**config.mk**
```make
export PLATFORM = sky130hd
export DESIGN_NAME = uart_rx_fifo
export DESIGN_NICKNAME = d
export VERILOG_FILES = /design/src/rtl/uart_rx_fifo.sv
export SDC_FILE = /design/constraint.sdc
export NUM_CORES = 1
export LEC_CHECK = 0
export ABC_AREA = 1
export BUFFER_PORTS_ARGS = -buffer_cell sky130_fd_sc_hd__buf_2
export CORE_ASPECT_RATIO = 1.1
export CORE_UTILIZATION = 61
export CTS_CLUSTER_SIZE = 40
export DETAILED_ROUTE_END_ITERATION = 7
export GPL_TIMING_DRIVEN = 0
export PLACE_DENSITY = 0.79
export SLEW_MARGIN = 25
export SYNTH_ARGS = -nofsm -noshare
export SYNTH_HDL_FRONTEND = slang
export SYNTH_SLANG_ARGS = --single-unit
```
**constraint.sdc**
```tcl
create_clock -name clk -period 3.1 [get_ports clk]
set_clock_uncertainty 0.15 [all_clocks]
set_input_delay 0.93 -clock clk [delete_from_list [all_inputs] [get_ports clk]]
set_output_delay 0.93 -clock clk [all_outputs]
set_load 0.03 [all_outputs]
```
**src/rtl/uart_rx_fifo.sv**
```systemverilog
// Receive-side byte queue for a UART: edge-detects the receiver's done level, queues bytes
// with show-ahead read, sticky overflow and a saturating framing-error count.
// Optional macro UART_RX_FIFO_ERR_TAG_EN stores the error tag per entry and exposes rdErr.
module uart_rx_fifo #(
    parameter int DEPTH = 16,
    parameter int AW    = 4
) (
    input  logic          clk,
    input  logic          reset,
    input  logic          rxDone,
    input  logic          rxErr,
    input  logic [7:0]    rxOut,
    input  logic          rdEn,
    input  logic          ovfClr,
    output logic [7:0]    rdData,
`ifdef UART_RX_FIFO_ERR_TAG_EN
    output logic          rdErr,
`endif
    output logic          empty,
    output logic          full,
    output logic [AW:0]   count,
    output logic          overflow,
    output logic [7:0]    errCount
);

`ifdef UART_RX_FIFO_ERR_TAG_EN
    localparam int EW = 9;
`else
    localparam int EW = 8;
`endif
    localparam logic [AW:0] FULL_CNT = (AW+1)'(DEPTH);

    function automatic logic [7:0] sat_inc8(input logic [7:0] v);
        return (v == 8'hFF) ? v : v + 8'd1;
    endfunction

    logic [EW-1:0] mem [DEPTH];
    logic [AW-1:0] wr_ptr;
    logic [AW-1:0] rd_ptr;
    logic [AW-1:0] rd_ptr_nxt;
    logic [AW:0]   count_nxt;
    logic          rx_done_p0;
    logic          push_evt;
    logic          push_req;
    logic          do_push;
    logic          do_pop;
    logic          drop;
    logic [EW-1:0] wr_entry;
    logic [EW-1:0] head_nxt;

    assign push_evt = rxDone & ~rx_done_p0;

`ifdef UART_RX_FIFO_ERR_TAG_EN
    assign push_req = push_evt;
    assign wr_entry = {rxErr, rxOut};
`else
    // Errored bytes are counted but never enter the queue.
    assign push_req = push_evt & ~rxErr;
    assign wr_entry = rxOut;
`endif

    always_comb begin
        do_pop     = rdEn & ~empty;
        do_push    = push_req & (~full | do_pop);
        drop       = push_req & full & ~do_pop;
        rd_ptr_nxt = do_pop ? rd_ptr + 1'b1 : rd_ptr;
        count_nxt  = count;
        case ({do_push, do_pop})
            2'b10:   count_nxt = count + 1'b1;
            2'b01:   count_nxt = count - 1'b1;
            default: count_nxt = count;
        endcase
        // Bypass the array when the byte being written becomes the new head.
        if (do_push && (wr_ptr == rd_ptr_nxt))
            head_nxt = wr_entry;
        else
            head_nxt = mem[rd_ptr_nxt];
    end

    always_ff @(posedge clk) begin
        if (do_push)
            mem[wr_ptr] <= wr_entry;
    end

    always_ff @(posedge clk or negedge reset) begin
        if (!reset) begin
            rx_done_p0 <= 1'b1;
            wr_ptr     <= '0;
            rd_ptr     <= '0;
            count      <= '0;
            empty      <= 1'b1;
            full       <= 1'b0;
            overflow   <= 1'b0;
            errCount   <= 8'h00;
            rdData     <= 8'h00;
`ifdef UART_RX_FIFO_ERR_TAG_EN
            rdErr      <= 1'b0;
`endif
        end else begin
            rx_done_p0 <= rxDone;
            if (do_push)
                wr_ptr <= wr_ptr + 1'b1;
            rd_ptr <= rd_ptr_nxt;
            count  <= count_nxt;
            empty  <= (count_nxt == '0);
            full   <= (count_nxt == FULL_CNT);
            if (drop)
                overflow <= 1'b1;
            else if (ovfClr)
                overflow <= 1'b0;
            if (push_evt && rxErr)
                errCount <= sat_inc8(errCount);
            if (count_nxt != '0) begin
`ifdef UART_RX_FIFO_ERR_TAG_EN
                {rdErr, rdData} <= head_nxt;
`else
                rdData <= head_nxt;
`endif
            end
        end
    end

endmodule

```
==> results.ini, run 1 <==
[grt]
grt_pass1_wl_mm = 26.81
antenna_found_initial = 0
track_usage = 0.2903
grt_max_degree = 34
grt_pass1_vias = 5230
overflow = 0

[setup_path]
endpoint_kind = register
path_class = in -> reg
ff2ff_setup_slack_ps = 370
worstPathRequired_ps = 3270
crit_fanout = 5
cp-start-kind = input pin
arrival_ps = 3080

[layout]
final_cell_mix = 138 x nand3_1, 136 x nand2_1, 128 x edfxtp_1
area_growth_pct = 12.84
diodes = 0
final_cells = 942
fin_util = 0.7074
nNetsFinal = 799
layout_commonest_cell = nand3_1
final_layout_size_suffix_gt1_frac = 0.1624

[synth]
synthesis.area_um2 = 7545
ys_ff_latch = 161
ys_warn_count = 0
avgSynthCellArea_um2 = 10.51
ys.flop_type = edfxtp_1
synth_edf_count = 128
synthesis.nets = 741
synth_cells = 718
yosysUniqueCellTypes = 35
seq_area_frac_synth = 0.6192
async_flop_share = 0.2050

[routing]
num_vias = 5380
drt-total-wl_mm = 17.50
drt_iter0_drc = 564
vias_per_cell = 5.711
drtAntennaViolNets = 0
wl_per_cell_um = 18.58
drt_pre_antenna_iters = 5
drc = 0

[worst_hold_path]
holdCritPathClass = reg -> reg

[timing]
post-route-min-period_ps = 2918
period_share = 0.9412
slew_viol_final = 0
setup_viol = 0
relSlewSlack = 0.5023
whs_ps = 328.8
fmax_mhz = 342.7
rsz0062_at_grt = no
hold_violations = 0
tightest_slew_ps = 743.7

[power_and_ir_drop]
pwr-share-clk = 0.232
power_frac_seq = 0.332
switching_share = 0.4250
p_comb_frac = 0.435
p_per_area_nw_per_um2 = 977.1
power_uw = 8318
p_int_uw = 4783
irDropWorstVdd_v = 0.0007724
power.leakage_uw = 0.003582
power_switching_uw = 3535

[floorplan]
pin_count = 38
fp.dieArea_um2 = 12820
core-area_um2 = 12030
rows = 42
fp.dieW_um = 108.0
fp.dieH_um = 118.6
initial_core_util = 0.6269

[job]
max_cap_violations = 0

[clock_network]
numCtsBuffers = 17
tritoncts = built
cts_buffer_depth = 2
cts.htree.levels = 4
clock_sinks = 161
root_buffer = clkbuf_16
insertion_delay_ps = 420
path_clk_slew_ps = 60

[outcome]
status = finished clean

[placement]
io_buffers = 37
place_congestion = 0.9422
place_hpwl_mm = 12.01
dp.cells = 909

[registers in the layout, indices dropped and copies added (netlist names)]
| signal | count |
|---|---|
| overflow | 1 |
| full | 1 |
| rd_ptr | 4 |
| mem | 128 |
| empty | 1 |
| rdData | 8 |
| errCount | 8 |
| rx_done_p0 | 1 |
| count | 5 |
| wr_ptr | 4 |
[path summary, 6_finish.rpt]
path / start / to / cells after the start
max: rxDone / rdData[6]$_DFFE_PN0P_ / 18
min: rdData[2]$_DFFE_PN0P_ / rdData[2]$_DFFE_PN0P_ / 2
max reg2reg: empty$_DFF_PN1_ / rdData[6]$_DFFE_PN0P_ / 17
min reg2reg: rdData[2]$_DFFE_PN0P_ / rdData[2]$_DFFE_PN0P_ / 2
max in group asynchronous: reset / errCount[5]$_DFFE_PN0P_ / 1
min in group asynchronous: reset / count[1]$_DFF_PN0_ / 1
[area by class of cell]
type	instances	area, um^2
Clock inverter	13	111.4
Timing Repair Buffer	38	192.7
Inverter	110	420.4
Buffer	29	175.2
Multi-Input combinational cell	419	2320
Clock buffer	18	429.2
Fill cell	830	3521
Tap cell	154	192.7
Sequential cell	161	4672
[worst max-delay path, cell delays in order]
cell and delay, ps:
buf_2 100, inv_1 60, nor2_4 130, nand2_2 100
a21oi_4 140, inv_2 70, ha_4 180, inv_2 70
nand2_1 60, nand2_1 90, ha_1 230, nand2_1 70
o21ai_1 70, or2_1 240, nor2_4 190, nand3_4 160
nand3_1 140, nand2_1 60
[power groups by stage]
| stage | combinational (uW) | sequential, uW | clock [uW] |
|---|---|---|---|
| 2_1_floorplan | 2250 | 3020 | 0 |
| 3_3_place_gp | 3400 | 2790 | 0 |
| 3_5_place_dp | 3470 | 2800 | 0 |
| 4_1_cts | 3510 | 2760 | 1940 |
| 5_1_grt | 3920 | 2790 | 2020 |
| 6_report | 3620 | 2760 | 1930 |
[synthesized netlist by cell type, types with 3 or more instances]
cell	number	area share
nand3_1	138	0.092
nand2_1	137	0.068
edfxtp_1	128	0.51
inv_1	102	0.051
nand3b_1	48	0.048
dfrtp_1	31	0.10
nor2_1	22	0.011
buf_2	17	0.011
nand4_1	14	0.012
o21ai_1	11	0.0073
ha_1	9	0.015
buf_4	8	0.0080
inv_2	7	0.0035
nand2_2	6	0.0050
xnor2_1	6	0.0070
xor2_1	6	0.0070
nand3_4	3	0.0070
[logic make-up after synthesis]
| group | after synthesis | share of synthesized area |
|---|---|---|
| XOR/XNOR | 12 | 0.01393 |
| AO/OA/AOI/OAI | 16 | 0.01310 |
| flip-flops | 161 | 0.6192 |
| AND/OR/NAND/NOR | 380 | 0.2590 |
| multiplexers | 1 | 0.001492 |
| buffers and inverters | 139 | 0.07828 |
| adder cells (fa/ha/maj) | 9 | 0.01493 |
[metrics by stage]
stage | setup TNS (ps) | cell area, um^2 | setup WS (ps)
2_1_floorplan | 0 | 7565 | 0.7578
3_3_place_gp | -3001 | 7943 | -338.4
3_5_place_dp | -4048 | 7943 | -448.9
4_1_cts | 0 | 8491 | 183.6
5_1_grt | 0 | 8513 | 28.38
6_report | 0 | 8513 | 182.3
[layer usage]
layer / wire length, um / global-route usage / vias up
li1: - / - / 2534
met1: 7112 / 0.3638 / 2541
met2: 8539 / 0.4705 / 248
met3: 1133 / 0.06122 / 57
met4: 714 / 0.1524 / 0
met5: 0 / 0 / -
[repair_timing]
item                       4_1_cts  5_1_grt
setup endpoints to repair        8        4
hold buffers                     0        0
resized for setup                0        3
gates cloned                     0        1
setup buffers                    1        0
Power figures use the tool's default switching activity.
==> run 2: changes to the inputs <==
Settings changed: CORE_MARGIN set to 3, CORE_UTILIZATION 61 to 65, PLACE_DENSITY 0.79 to 0.84.
Clock period 3.1 ns to 3.72 ns, I/O delays scaled along.
==> results.ini, run 2 (synthesized netlist as in run 1, its figures left out) <==
[clock_network]
numCtsBuffers = 17
insertion_delay_ps = 420
tritoncts = built
cts.htree.levels = 4
cts_buffer_depth = 2
root_buffer = clkbuf_16
path_clk_slew_ps = 60
clock_sinks = 161

[layout]
final_layout_size_suffix_gt1_frac = 0.1608
regMostFlops = mem
area_growth_pct = 13.05
reg.largest.list = mem x128, errCount x8, rdData x8
nNetsFinal = 800
diodes = 0
fillers = 725
largest_register_ffs = 128
final_cell_mix = 138 x nand3_1, 137 x nand2_1, 128 x edfxtp_1
layout_commonest_cell = nand3_1

[floorplan]
fp.dieW_um = 108.7
fp.dieArea_um2 = 12940
pin_count = 38
core-area_um2 = 11110
rows = 40
initial_core_util = 0.6791
fp.dieH_um = 119.0

[setup_path]
arrival_ps = 3640
path_delay_family = simple AND/OR/NAND/NOR gates
path_common_cell = nand2_1
cp-start-kind = input pin
path_cells = buf_2 -> inv_1 -> nor2_1 -> nand2_1 -> a21oi_4 -> inv_1 -> ha_1 -> inv_2 -> nand2_1 -> nand2_1 -> ha_1 -> nand2_1 -> o21ai_1 -> or2_1 -> nor2_2 -> nand3_4 -> inv_2 -> nand2_1 -> nand2_1
worstPathRequired_ps = 3930
slowest_stage = ha_1
endpoint_kind = register
cp_num_buf_inv = 5
ff2ff_setup_slack_ps = 740
path_class = in -> reg
cp_slowest_stage_delay_ps = 270
crit_fanout = 9

[power_and_ir_drop]
p_per_area_nw_per_um2 = 823.8
power_uw = 7026
irDropWorstVdd_v = 0.0003993
switching_share = 0.4138
power_switching_uw = 2908
p_int_uw = 4119
p_comb_frac = 0.423
pwr-share-clk = 0.249
power_frac_seq = 0.328
power.leakage_uw = 0.003616

[grt]
grt_max_degree = 34
track_usage = 0.2863
busiest_layer = met2
grt_pass1_wl_mm = 27.43
overflow = 0
grt_pass1_vias = 5326
use_met1 = 0.3610
antenna_found_initial = 0
grtUsageMet3 = 0.06070
grt_use_met2 = 0.4656

[routing]
drc = 0
vias_per_cell = 5.813
drt_pre_antenna_iters = 5
drtAntennaViolNets = 0
drt_iter0_drc = 531
drt-total-wl_mm = 17.56
wl_per_cell_um = 18.74
num_vias = 5447

[placement]
io_buffers = 37
place_congestion = 0.9100
place_hpwl_mm = 11.96

[timing]
period_share = 0.9205
slew_viol_final = 0
setup_viol = 0
fin_tns_setup_ps = 0
hold_violations = 0
rsz0062_at_grt = no
fmax_mhz = 292.0
tightest_slew_ps = 757.4
post-route-min-period_ps = 3424
relSlewSlack = 0.4932

[outcome]
status = finished clean

[job]
max_cap_violations = 0

[worst_hold_path]
holdCritPathClass = reg -> reg

## run 2: cell types whose count changed in the layout (fill, tap and decap cells not counted), sizes merged
cell,before,now
buf,65,67
bufinv,1,3
clkinv,5,6
inv,113,111
nand3,143,142
## run 2: through the flow
step           cells  hold WS (ps)  instance area [um^2]  utilization  worst slack [ps]
2_1_floorplan    718         379.3                  7545            -             254.5
3_3_place_gp     902         314.8                  7914       0.7123            -120.1
3_5_place_dp     902         318.5                  7914       0.7123            -300.4
5_1_grt          937         352.8                  8529       0.7677             74.65
6_report         937         331.1                  8529       0.7677             295.7
4_1_cts          934         336.3                  8507       0.7657             126.3
## run 2: path summary, 6_finish.rpt
check                           cells after the start             startpoint                    end
max in group asynchronous                           1                  reset  rdData[6]$_DFFE_PN0P_
worst min register to register                      2  rdData[6]$_DFFE_PN0P_  rdData[6]$_DFFE_PN0P_
worst min-delay path                                2  rdData[6]$_DFFE_PN0P_  rdData[6]$_DFFE_PN0P_
min in group asynchronous                           1                  reset     count[0]$_DFF_PN0_
worst max register to register                     17   rx_done_p0$_DFF_PN1_  rdData[4]$_DFFE_PN0P_
worst max-delay path                               19                 rxDone  rdData[4]$_DFFE_PN0P_
## run 2: timing repair
item                                    in CTS  in global routing
hold buffers                                 0                  0
endpoints found under the setup margin       0                  8
setup buffers                                0                  3
resized for setup                            0                  0
## run 2: routing by layer
metal / vias up / part of all wire
met1: 2576 / 0.39
met5: - / 0
met2: 286 / 0.49
met4: 0 / 0.041
li1: 2536 / -
met3: 49 / 0.079
## run 2: power by group through the flow
stage	combinational (uW)	sequential, uW	clock [uW]
after CTS	2920	2300	1750
final	2970	2300	1750
after floorplan	1870	2510	0
after global routing	3250	2320	1830
after detailed placement	2890	2330	0
after global placement	2800	2320	0
## run 2: tightest hold or removal path, stage by stage, from the launching register on
cell and delay, ps:
dfrtp_1 340, nand2_1 50, nand2_1 50
## run 2: cell type report
cell class / instances / area (um^2) / area share
Timing Repair Buffer: 40 / 207.7 / 0.02435
Clock buffer: 18 / 429.2 / 0.05032
Tap cell: 147 / 183.9 / 0.02156
Inverter: 110 / 415.4 / 0.04870
Buffer: 29 / 175.2 / 0.02054
Sequential cell: 161 / 4672 / 0.5477
Clock inverter: 14 / 163.9 / 0.01922
Multi-Input combinational cell: 418 / 2282 / 0.2676
